`src/rtl/ps2_kbd_tx_if.sv`:
```
// Scancode byte handshake between a producer and the PS/2 keyboard transmitter.
interface ps2_kbd_tx_if;
  logic       in_valid;
  logic [7:0] in_data;
  logic       in_ready;

  modport master (output in_valid, output in_data, input in_ready);
  modport slave  (input in_valid, input in_data, output in_ready);
endinterface

```
`src/rtl/ps2_kbd_tx.sv`:
```
// PS/2 keyboard-side transmitter: 8-deep scancode FIFO feeding an 11-bit odd-parity serialiser.
// Optional macro PS2_TX_ERRINJ_EN adds err_inj, which inverts the parity bit of a frame.
module ps2_kbd_tx #(
  parameter int CLK_DIV = 8,
  parameter int GAP     = 16
) (
  input  logic        clock,
  input  logic        reset_n,
`ifdef PS2_TX_ERRINJ_EN
  input  logic        err_inj,
`endif
  ps2_kbd_tx_if.slave in_bus,
  output logic        ps2_clk,
  output logic        ps2_data,
  output logic        busy,
  output logic [15:0] frame_cnt
);

  typedef enum logic [1:0] {ST_IDLE, ST_SHIFT, ST_GAP} state_t;

  localparam logic [8:0] HC_HIGH  = 9'(CLK_DIV);
  localparam logic [8:0] HC_LAST  = 9'(2 * CLK_DIV - 1);
  localparam logic [7:0] GAP_LAST = 8'(GAP - 1);

  state_t      state_reg;
  logic [7:0]  mem [8];
  logic [2:0]  wr_ptr_reg;
  logic [2:0]  rd_ptr_reg;
  logic [3:0]  count_reg;
  logic [9:0]  frame_reg;   // {stop, parity, data}; start bit is emitted on load
  logic [3:0]  bit_idx_reg;
  logic [8:0]  hc_reg;
  logic [7:0]  gap_cnt_reg;
  logic        push;
  logic        pop;
  logic        inj;
  logic [7:0]  head;

  assign in_bus.in_ready = (count_reg != 4'd8);
  assign push            = in_bus.in_valid && in_bus.in_ready;
  assign pop             = (state_reg == ST_IDLE) && (count_reg != 4'd0);
  assign busy            = (count_reg != 4'd0) || (state_reg != ST_IDLE);
  assign head            = mem[rd_ptr_reg];

`ifdef PS2_TX_ERRINJ_EN
  assign inj = err_inj;
`else
  assign inj = 1'b0;
`endif

  always_ff @(posedge clock) begin
    if (push) begin
      mem[wr_ptr_reg] <= in_bus.in_data;
    end
  end

  always_ff @(posedge clock) begin
    if (!reset_n) begin
      wr_ptr_reg <= 3'd0;
      rd_ptr_reg <= 3'd0;
      count_reg  <= 4'd0;
    end else begin
      if (push) wr_ptr_reg <= wr_ptr_reg + 3'd1;
      if (pop)  rd_ptr_reg <= rd_ptr_reg + 3'd1;
      case ({push, pop})
        2'b10:   count_reg <= count_reg + 4'd1;
        2'b01:   count_reg <= count_reg - 4'd1;
        default: count_reg <= count_reg;
      endcase
    end
  end

  always_ff @(posedge clock) begin
    if (!reset_n) begin
      state_reg   <= ST_IDLE;
      frame_reg   <= 10'h3FF;
      bit_idx_reg <= 4'd0;
      hc_reg      <= 9'd0;
      gap_cnt_reg <= 8'd0;
      frame_cnt   <= 16'd0;
      ps2_clk     <= 1'b1;
      ps2_data    <= 1'b1;
    end else begin
      case (state_reg)
        ST_IDLE: begin
          ps2_clk  <= 1'b1;
          ps2_data <= 1'b1;
          if (pop) begin
            frame_reg   <= {1'b1, (~^head) ^ inj, head};
            bit_idx_reg <= 4'd0;
            hc_reg      <= 9'd0;
            ps2_data    <= 1'b0;
            state_reg   <= ST_SHIFT;
          end
        end
        ST_SHIFT: begin
          if (hc_reg == HC_LAST) begin
            hc_reg  <= 9'd0;
            ps2_clk <= 1'b1;
            if (bit_idx_reg == 4'd10) begin
              ps2_data    <= 1'b1;
              gap_cnt_reg <= 8'd0;
              frame_cnt   <= frame_cnt + 16'd1;
              state_reg   <= ST_GAP;
            end else begin
              // Data only moves at the start of a high half, so receivers see it settled.
              bit_idx_reg <= bit_idx_reg + 4'd1;
              ps2_data    <= frame_reg[0];
              frame_reg   <= {1'b1, frame_reg[9:1]};
            end
          end else begin
            hc_reg  <= hc_reg + 9'd1;
            ps2_clk <= (hc_reg + 9'd1) < HC_HIGH;
          end
        end
        ST_GAP: begin
          ps2_clk     <= 1'b1;
          ps2_data    <= 1'b1;
          gap_cnt_reg <= gap_cnt_reg + 8'd1;
          if (gap_cnt_reg == GAP_LAST) state_reg <= ST_IDLE;
        end
        default: state_reg <= ST_IDLE;
      endcase
    end
  end

endmodule

```
`src/flat_wrapper.sv`:
```
// flat-port wrapper written by rule: the top's interface ports become plain ports
module ps2_kbd_tx_flat 
#(
  parameter int CLK_DIV = 8,
  parameter int GAP     = 16
)
  (clock, reset_n, ps2_clk, ps2_data, busy, frame_cnt, in_bus_in_valid, in_bus_in_data, in_bus_in_ready);
  ps2_kbd_tx_if in_bus_i ();
  input  logic clock;
  input  logic reset_n;
  output logic ps2_clk;
  output logic ps2_data;
  output logic busy;
  output logic [15:0] frame_cnt;
  input wire logic [$bits(in_bus_i.in_valid)-1:0] in_bus_in_valid;
  input wire logic [$bits(in_bus_i.in_data)-1:0] in_bus_in_data;
  output wire logic [$bits(in_bus_i.in_ready)-1:0] in_bus_in_ready;
  assign in_bus_i.in_valid = in_bus_in_valid;
  assign in_bus_i.in_data = in_bus_in_data;
  assign in_bus_in_ready = in_bus_i.in_ready;
  ps2_kbd_tx #(.CLK_DIV(CLK_DIV), .GAP(GAP)) u_core (.clock(clock), .reset_n(reset_n), .in_bus(in_bus_i), .ps2_clk(ps2_clk), .ps2_data(ps2_data), .busy(busy), .frame_cnt(frame_cnt));
endmodule
```
`config.mk`:
```
export PLATFORM = sky130hd
export DESIGN_NAME = ps2_kbd_tx_flat
export DESIGN_NICKNAME = d
export VERILOG_FILES = /design/src/rtl/ps2_kbd_tx_if.sv /design/src/rtl/ps2_kbd_tx.sv /design/src/flat_wrapper.sv
export SDC_FILE = /design/constraint.sdc
export NUM_CORES = 1
export LEC_CHECK = 0
export ABC_CLOCK_PERIOD_IN_PS = 2500
export BUFFER_PORTS_ARGS = -buffer_cell sky130_fd_sc_hd__buf_2
export CAP_MARGIN = 20
export CORE_UTILIZATION = 40
export CTS_CLUSTER_SIZE = 30
export DETAILED_ROUTE_END_ITERATION = 16
export GPL_TIMING_DRIVEN = 0
export SYNTH_ARGS = -nofsm -noshare
export SYNTH_HDL_FRONTEND = slang
export SYNTH_SLANG_ARGS = --single-unit
export TNS_END_PERCENT = 50
```
`constraint.sdc`:
```
create_clock -name clock -period 2.5 [get_ports clock]
set_clock_uncertainty 0.2 [all_clocks]
set_input_delay 0.5 -clock clock [delete_from_list [all_inputs] [get_ports clock]]
set_output_delay 0.5 -clock clock [all_outputs]
set_load 0.01 [all_outputs]
```
==> summary.txt, run 1 <==
Worst hold path
  • Min-delay worst type: in -> reg

Drt
  • Routed WL: between 10 and 15 mm
  • DRT Pass-1 Iters: 4
  • Drc violations: 0
  • Vias: roughly 3,800
  • Starting DRC count in detailed routing: approximately 190
  • Vias/cell: about 5.3
  • Antenna-violating nets left: 0
  • Wire length per cell: 16.04 µm

Place
  • Area after DPL: between 6000 and 7000 µm²
  • Cell count after placement: between 600 and 700
  • Dpl ws: -123.2 ps
  • Dpl hpwl: between 7 and 8 mm
  • Port Buffers: 29
  • Placer Congestion: between 0.8 and 0.9

Timing
  • Unrepaired setup endpoints after global routing: yes
  • Max-slew violations: 0
  • Endpoints failing setup: 0
  • Min setup slack post-route: approximately 3.2 ps
  • Hold Violations, Final: 0
  • Post-route clock period utilization: 0.9987
  • Tightest Pin Transition: around 900 ps
  • Fmax: around 400 MHz
  • Final min period: ~2500 ps
  • Slew HR: 0.3943

Final layout
  • Layout cells sized above 1: 0.2212
  • Fillcell total: between 1,000 and 1,500
  • Largest registers: u_core.mem x64, u_core.frame_cnt x16
  • P&R area growth vs syn: 19.80%
  • Nets: 558
  • Final Cell Area: roughly 7000 µm²
  • Reg with most FFs: u_core.mem
  • Non-filler instance count after layout: 727
  • Most frequent cells in the layout: edfxtp_1 (64), dfxtp_1 (58), nor2_1 (40)
  • Final antenna diode count: 0
  • Commonest non-fill, non-tap cell in the layout: edfxtp_1
  • Max reg flops: 64

Die
  • Total die area: between 10,000 and 15,000 µm²
  • Core ar.: 13,930 µm²
  • Die X: around 120 µm
  • DIE HEIGHT: about 120 µm
  • Ports: 31
  • Row cnt: 43
  • Initial Util: 0.4112

Logic synthesis
  • Synth unique cells: 56
  • Seq/Total Area, Yosys: 0.5555
  • Syn Inst Count: 481
  • Syn Std Cell Area: approximately 5700 µm²
  • Top FF cell, synth: edfxtp_1
  • Mapped Nets: 505
  • Post-synth EDFFs: 64
  • Post-synthesis async set-or-reset flop share: 0
  • #FFs+latches synth: around 130
  • Syn avg cell area: about 12 µm²
  • Yosys warnings: 0

Power
  • Pwr Density: roughly 1000 nW/µm²
  • Pwr Total: between 7 and 8 mW
  • Leakage: 2.445 nW
  • Worst vdd ir: approximately 580 µV

Global routing
  • Largest net degree at the start of global routing: 17
  • Number of global-route vias before repair: around 3,800
  • Gr usage total: 0.1768
  • Met3 Use GR: 0.04494
  • Total gr overflow: 0
  • Initial antenna violation count: 0
  • Met1 Resource Use GR: 0.2178
  • Met2 Use GR: 0.2901
  • Gr busiest metal: met2
  • First-pass GRT wire length: slightly below 20 mm

Setup path
  • Startpoint types: flip-flop
  • Worst setup EP type: flip-flop
  • Worst EP arrival: about 2600 ps
  • Worst EP required: ~2600 ps
  • Crit path kind: reg -> reg
  • Max FO, Critical Path: 9

CTS
  • Max Root-Sink Buffers: 2
  • CTS sink count: 127
  • Root Driver: clkbuf_16
  • Clock H-tree levels: 4
  • Worst skew pair latency: ~420 ps
  • TritonCTS clock tree: built
  • Clk slew on worst S/H paths: ~60 ps
  • CTS buffer count: 17
  • Hold buffer count at cts: 0

Outcome
  • Status: finished, final reports clean

Run
  • Max-Cap Viols: 0
## cell families after synthesis
group / after synthesis / share of synthesized area
compound gates: 77 / 0.08603
simple gates: 170 / 0.1544
mux: 31 / 0.1007
xor+xnor: 31 / 0.04869
buf+inv: 32 / 0.02642
flops: 127 / 0.5555
fa+ha+maj: 13 / 0.02838
## per-stage QoR
step / hold slack (ps) / util / TNS [ps]
after global routing: 136.5 / 0.4927 / -257.7
after floorplan: 263.3 / - / -0.5607
after global placement: 263.3 / 0.4423 / -12580
final: 142.5 / 0.4927 / 0
after CTS: 130.2 / 0.4887 / -5.332
after detailed placement: 271.4 / 0.4447 / -412.4
## critical path, cell delays in order, from the launching register on
cell and delay, ps:
dfxtp_4 380, or4_4 540, nand2_4 100, inv_4 50, ha_4 160, xor2_2 140, ha_2 170, a31oi_2 150
xor2_1 90, or3_1 310, a21boi_1 130
## power by group
group	switching [mW]	internal, mW	total, mW
sequential	0.119	2.39	2.50
combinational	1.21	1.01	2.21
clock	0.926	1.47	2.39
## final timing paths
kind                    endpoint  depth (start not counted)                 from  slack [ps]
min             u_core.mem[0][5]                          1    in_bus_in_data[5]         140
max          u_core.count_reg[2]                         10  u_core.count_reg[1]           3
max reg2reg  u_core.count_reg[2]                         10  u_core.count_reg[1]           3
min reg2reg      u_core.ps2_data                          2      u_core.ps2_data         290
## synthesized netlist by cell type (2+ instances only)
cell	number	share of area
edfxtp_1	64	0.34
dfxtp_1	63	0.22
nor2_1	40	0.026
nand2_1	34	0.022
and2_1	21	0.023
o21ai_1	17	0.015
xor2_1	16	0.024
clkbuf_1	14	0.0092
mux4_2	14	0.055
xnor2_1	14	0.021
ha_1	13	0.028
o21ai_0	13	0.011
a21boi_1	12	0.016
or3_1	10	0.011
and3_1	9	0.0098
nand3_1	9	0.0079
nand4_1	9	0.0098
nor2b_1	9	0.0098
a211oi_1	8	0.010
inv_1	8	0.0052
mux2i_1	8	0.014
nor3_1	8	0.0070
a21oi_1	6	0.0052
a21boi_0	4	0.0052
mux2i_4	4	0.016
nand2b_1	4	0.0044
a31oi_1	3	0.0033
buf_2	3	0.0026
nand3b_1	3	0.0039
nor4_1	3	0.0033
or4_1	3	0.0039
a21o_1	2	0.0026
a41o_1	2	0.0035
and4_1	2	0.0031
buf_1	2	0.0013
inv_2	2	0.0013
mux2i_2	2	0.0048
mux4_1	2	0.0092
nor3b_1	2	0.0026
o211ai_1	2	0.0026
o21a_1	2	0.0026
## routing by layer
metal	wire length, µm	share of wire
met1	5418	0.46
met2	5735	0.49
met3	301	0.026
met4	209	0.018
met5	0	0
## area by class of cell
class | instances | area (µm²) | area share
Clock inverter | 13 | 140.1 | 0.02041
Clock buffer | 19 | 432.9 | 0.06306
Timing Repair Buffer | 37 | 205.2 | 0.02989
Tap cell | 180 | 225.2 | 0.03280
Buffer | 19 | 112.6 | 0.01640
Inverter | 10 | 40.04 | 0.005832
Multi-Input combinational cell | 322 | 2515 | 0.3663
Sequential cell | 127 | 3194 | 0.4653
## what timing repair did
action | 4_1_cts | 5_1_grt
pin swaps | 6 | 3
endpoints found under the setup margin | 12 | 14
setup buffers | 6 | 1
resized for setup | 8 | 11
(Power assumes the default switching activity.)
==> inputs of run 2 (changes only) <==
--- a/config.mk
+++ b/config.mk
@@ -5,9 +5,11 @@
 export SDC_FILE = /design/constraint.sdc
 export NUM_CORES = 1
 export LEC_CHECK = 0
+export ABC_AREA = 1
 export ABC_CLOCK_PERIOD_IN_PS = 2500
 export BUFFER_PORTS_ARGS = -buffer_cell sky130_fd_sc_hd__buf_2
 export CAP_MARGIN = 20
+export CORE_ASPECT_RATIO = 1.4
 export CORE_UTILIZATION = 40
 export CTS_CLUSTER_SIZE = 30
 export DETAILED_ROUTE_END_ITERATION = 16
==> summary.txt, run 2 <==
Logic synthesis
  • Mapped Nets: just under 800
  • Syn avg cell area: 8.166 µm²
  • Post-synth EDFFs: 64
  • Syn Std Cell Area: 6238 µm²
  • Top-count cell post-synth: nand2_1
  • Synth top area share: 0.3081
  • #FFs+latches synth: between 100 and 150
  • Post-synthesis async set-or-reset flop share: 0
  • Synth unique cells: 47
  • Yosys top cell by area: edfxtp_1
  • Syn Inst Count: about 760
  • Yosys warnings: 0
  • Synth cell count leaders: nand2_1 (226), inv_1 (100), edfxtp_1 (64), dfxtp_1 (63), nand3_1 (54)
  • Seq/Total Area, Yosys: 0.5102
  • Top FF cell, synth: edfxtp_1
  • Synth top area cells: edfxtp_1 (31%), dfxtp_1 (20%), nand2_1 (14%), inv_1 (6.0%), nand3_1 (4.3%)

Drt
  • M1 WL: between 5 and 6 mm
  • Met3 WL: approximately 630 µm
  • Drc violations: 0
  • Wire length per cell: 13.90 µm
  • Met2 wire len: roughly 7.3 mm
  • Top Layer Used: met4
  • Antenna-violating nets left: 0
  • Vias/cell: 4.833
  • DRT Pass-1 Iters: 4
  • Vias: 4,915
  • Routed WL: between 10 and 15 mm
  • Starting DRC count in detailed routing: 200

Final layout
  • Max reg flops: 64
  • Fillcell total: about 1,500
  • P&R area growth vs syn: 15.50%
  • FF+latch area: 3183 µm²
  • Most frequent cells in the layout: nand2_1 (225), inv_1 (99), edfxtp_1 (64)
  • Area of the multi-input gates: roughly 2500 µm²
  • Final antenna diode count: 0
  • Commonest non-fill, non-tap cell in the layout: nand2_1
  • Non-filler instance count after layout: around 1,000
  • Nets: about 840
  • Layout cells sized above 1: 0.1382
  • Final Cell Area: 7206 µm²
  • Reg with most FFs: u_core.mem
  • Largest registers: u_core.mem x64, u_core.frame_cnt x16
  • Fin util: 0.4766

Outcome
  • Status: finished, final reports clean

CTS
  • Root Driver: clkbuf_16
  • Clock H-tree levels: 4
  • TritonCTS clock tree: built
  • Max Root-Sink Buffers: 2
  • CTS buffer count: 17
  • Setup Fix Bufs, Post-CTS: 0
  • Clk slew on worst S/H paths: ~60 ps
  • Worst skew pair latency: 420 ps
  • CTS sink count: between 100 and 150

Die
  • Die X: 107.5 µm
  • Core ar.: ~15,000 µm²
  • Ports: 31
  • Total die area: about 16,000 µm²
  • Initial Util: 0.4126
  • Row cnt: between 50 and 60
  • DIE HEIGHT: around 150 µm

Global routing
  • Number of global-route vias before repair: between 4,000 and 5,000
  • Gr usage total: 0.1946
  • Total gr overflow: 0
  • Largest net degree at the start of global routing: 17
  • First-pass GRT wire length: ~23 mm
  • Initial antenna violation count: 0

Power
  • Power share of the clock group: 0.319
  • Combinational share of power: 0.343
  • NetSw: approximately 2.7 mW
  • Flop pwr share: 0.338
  • Pwr Total: roughly 7.5 mW
  • Worst vdd ir: 550.2 µV
  • P_int: about 4.8 mW
  • Pwr Density: 1043 nW/µm²
  • Switch share: 0.3652
  • Leakage: between 3 and 4 nW

Timing
  • Max-slew violations: 0
  • Post-route clock period utilization: 0.9594
  • Slew HR: 0.3335
  • Min setup slack post-route: between 100 and 150 ps
  • Tightest Pin Transition: 996.1 ps
  • Hold Violations, Final: 0
  • Fmax: about 420 MHz
  • Min Hold Slack: between 150 and 200 ps
  • Final min period: 2399 ps
  • Total Negative Setup Slacks: 0 ps
  • Unrepaired setup endpoints after global routing: no
  • Endpoints failing setup: 0

Place
  • Cell count after placement: 985
  • Port Buffers: 29
  • Dpl ws: ~20 ps
  • Dpl hpwl: 9.906 mm
  • Placer Congestion: between 0.8 and 0.9
  • Area after DPL: between 6000 and 7000 µm²

Setup path
  • Startpoint types: flip-flop
  • Worst EP required: ~1800 ps
  • Crit path kind: reg -> out
  • Worst setup EP type: output pin
  • Worst EP arrival: 1700 ps
  • Max FO, Critical Path: 4

Worst hold path
  • Min-delay worst type: in -> reg

Run
  • Max-Cap Viols: 0
run 2: cell count changes after synthesis, moves of 11 or more:
| cell | before | now |
|---|---|---|
| a21oi_1 | 6 | 47 |
| nand3_1 | 9 | 54 |
| mux4_2 | 14 | 0 |
| nor2_1 | 40 | 51 |
| o21ai_0 | 13 | 27 |
| xnor2_1 | 14 | 3 |
| nand2_1 | 34 | 226 |
| a21boi_1 | 12 | 0 |
| and2_1 | 21 | 0 |
| inv_1 | 8 | 100 |
run 2: metal layers:
metal / vias up / GRT usage
met5: - / 0
met4: 0 / 0.07397
met3: 17 / 0.04704
met2: 95 / 0.3554
met1: 2227 / 0.2150
li1: 2576 / -
run 2: area by class of cell:
| cell class | count | share of cell area |
|---|---|---|
| flip-flops and latches | 127 | 0.4417 |
| multi-input cells | 504 | 0.3471 |
| clock buffers | 21 | 0.06303 |
| inverters | 110 | 0.05782 |
| well taps | 192 | 0.03334 |
| plain buffers | 23 | 0.02066 |
| repair buffers | 29 | 0.02014 |
| clock inverters | 11 | 0.01615 |
run 2: cell families after synthesis:
kind of cell               Yosys count  synth area share
AOI/OAI and AO/OA                  100           0.08584
xor gates and xnor gates            13           0.01825
adders and majority gates           13           0.02607
DFF                                127            0.5102
buffers and inverters              133           0.09065
and+or+nand+nor                    378            0.2690
run 2: path summary, 6_finish.rpt:
check	startpoint	endpoint	slack, ps	depth (start not counted)
max	u_core.state_reg[0]	busy	100	6
min	in_bus_in_data[5]	u_core.mem[0][5]	160	1
max reg2reg	u_core.state_reg[0]	u_core.count_reg[2]	170	11
min reg2reg	u_core.rd_ptr_reg[2]	flip-flop	250	1
run 2: timing repair:
item	CTS	global route
pin swaps	0	1
hold buffers	0	0
setup endpoints to repair	1	2
resized for setup	1	3
run 2: power groups by stage:
| stage | registers, mW | logic [mW] | clock network (mW) |
|---|---|---|---|
| 2_1_floorplan | 2.55 | 1.94 | 0 |
| 3_3_place_gp | 2.57 | 2.57 | 0 |
| 6_report | 2.54 | 2.58 | 2.40 |
| 4_1_cts | 2.53 | 2.60 | 2.44 |
| 3_5_place_dp | 2.58 | 2.59 | 0 |
| 5_1_grt | 2.57 | 2.96 | 2.53 |
run 2: worst max-delay path: stages, from the launching register on:
cell and delay (ps):
dfxtp_1 340, inv_1 90, ha_1 260, inv_1 80
nor2_1 210, inv_1 140, buf_2 170
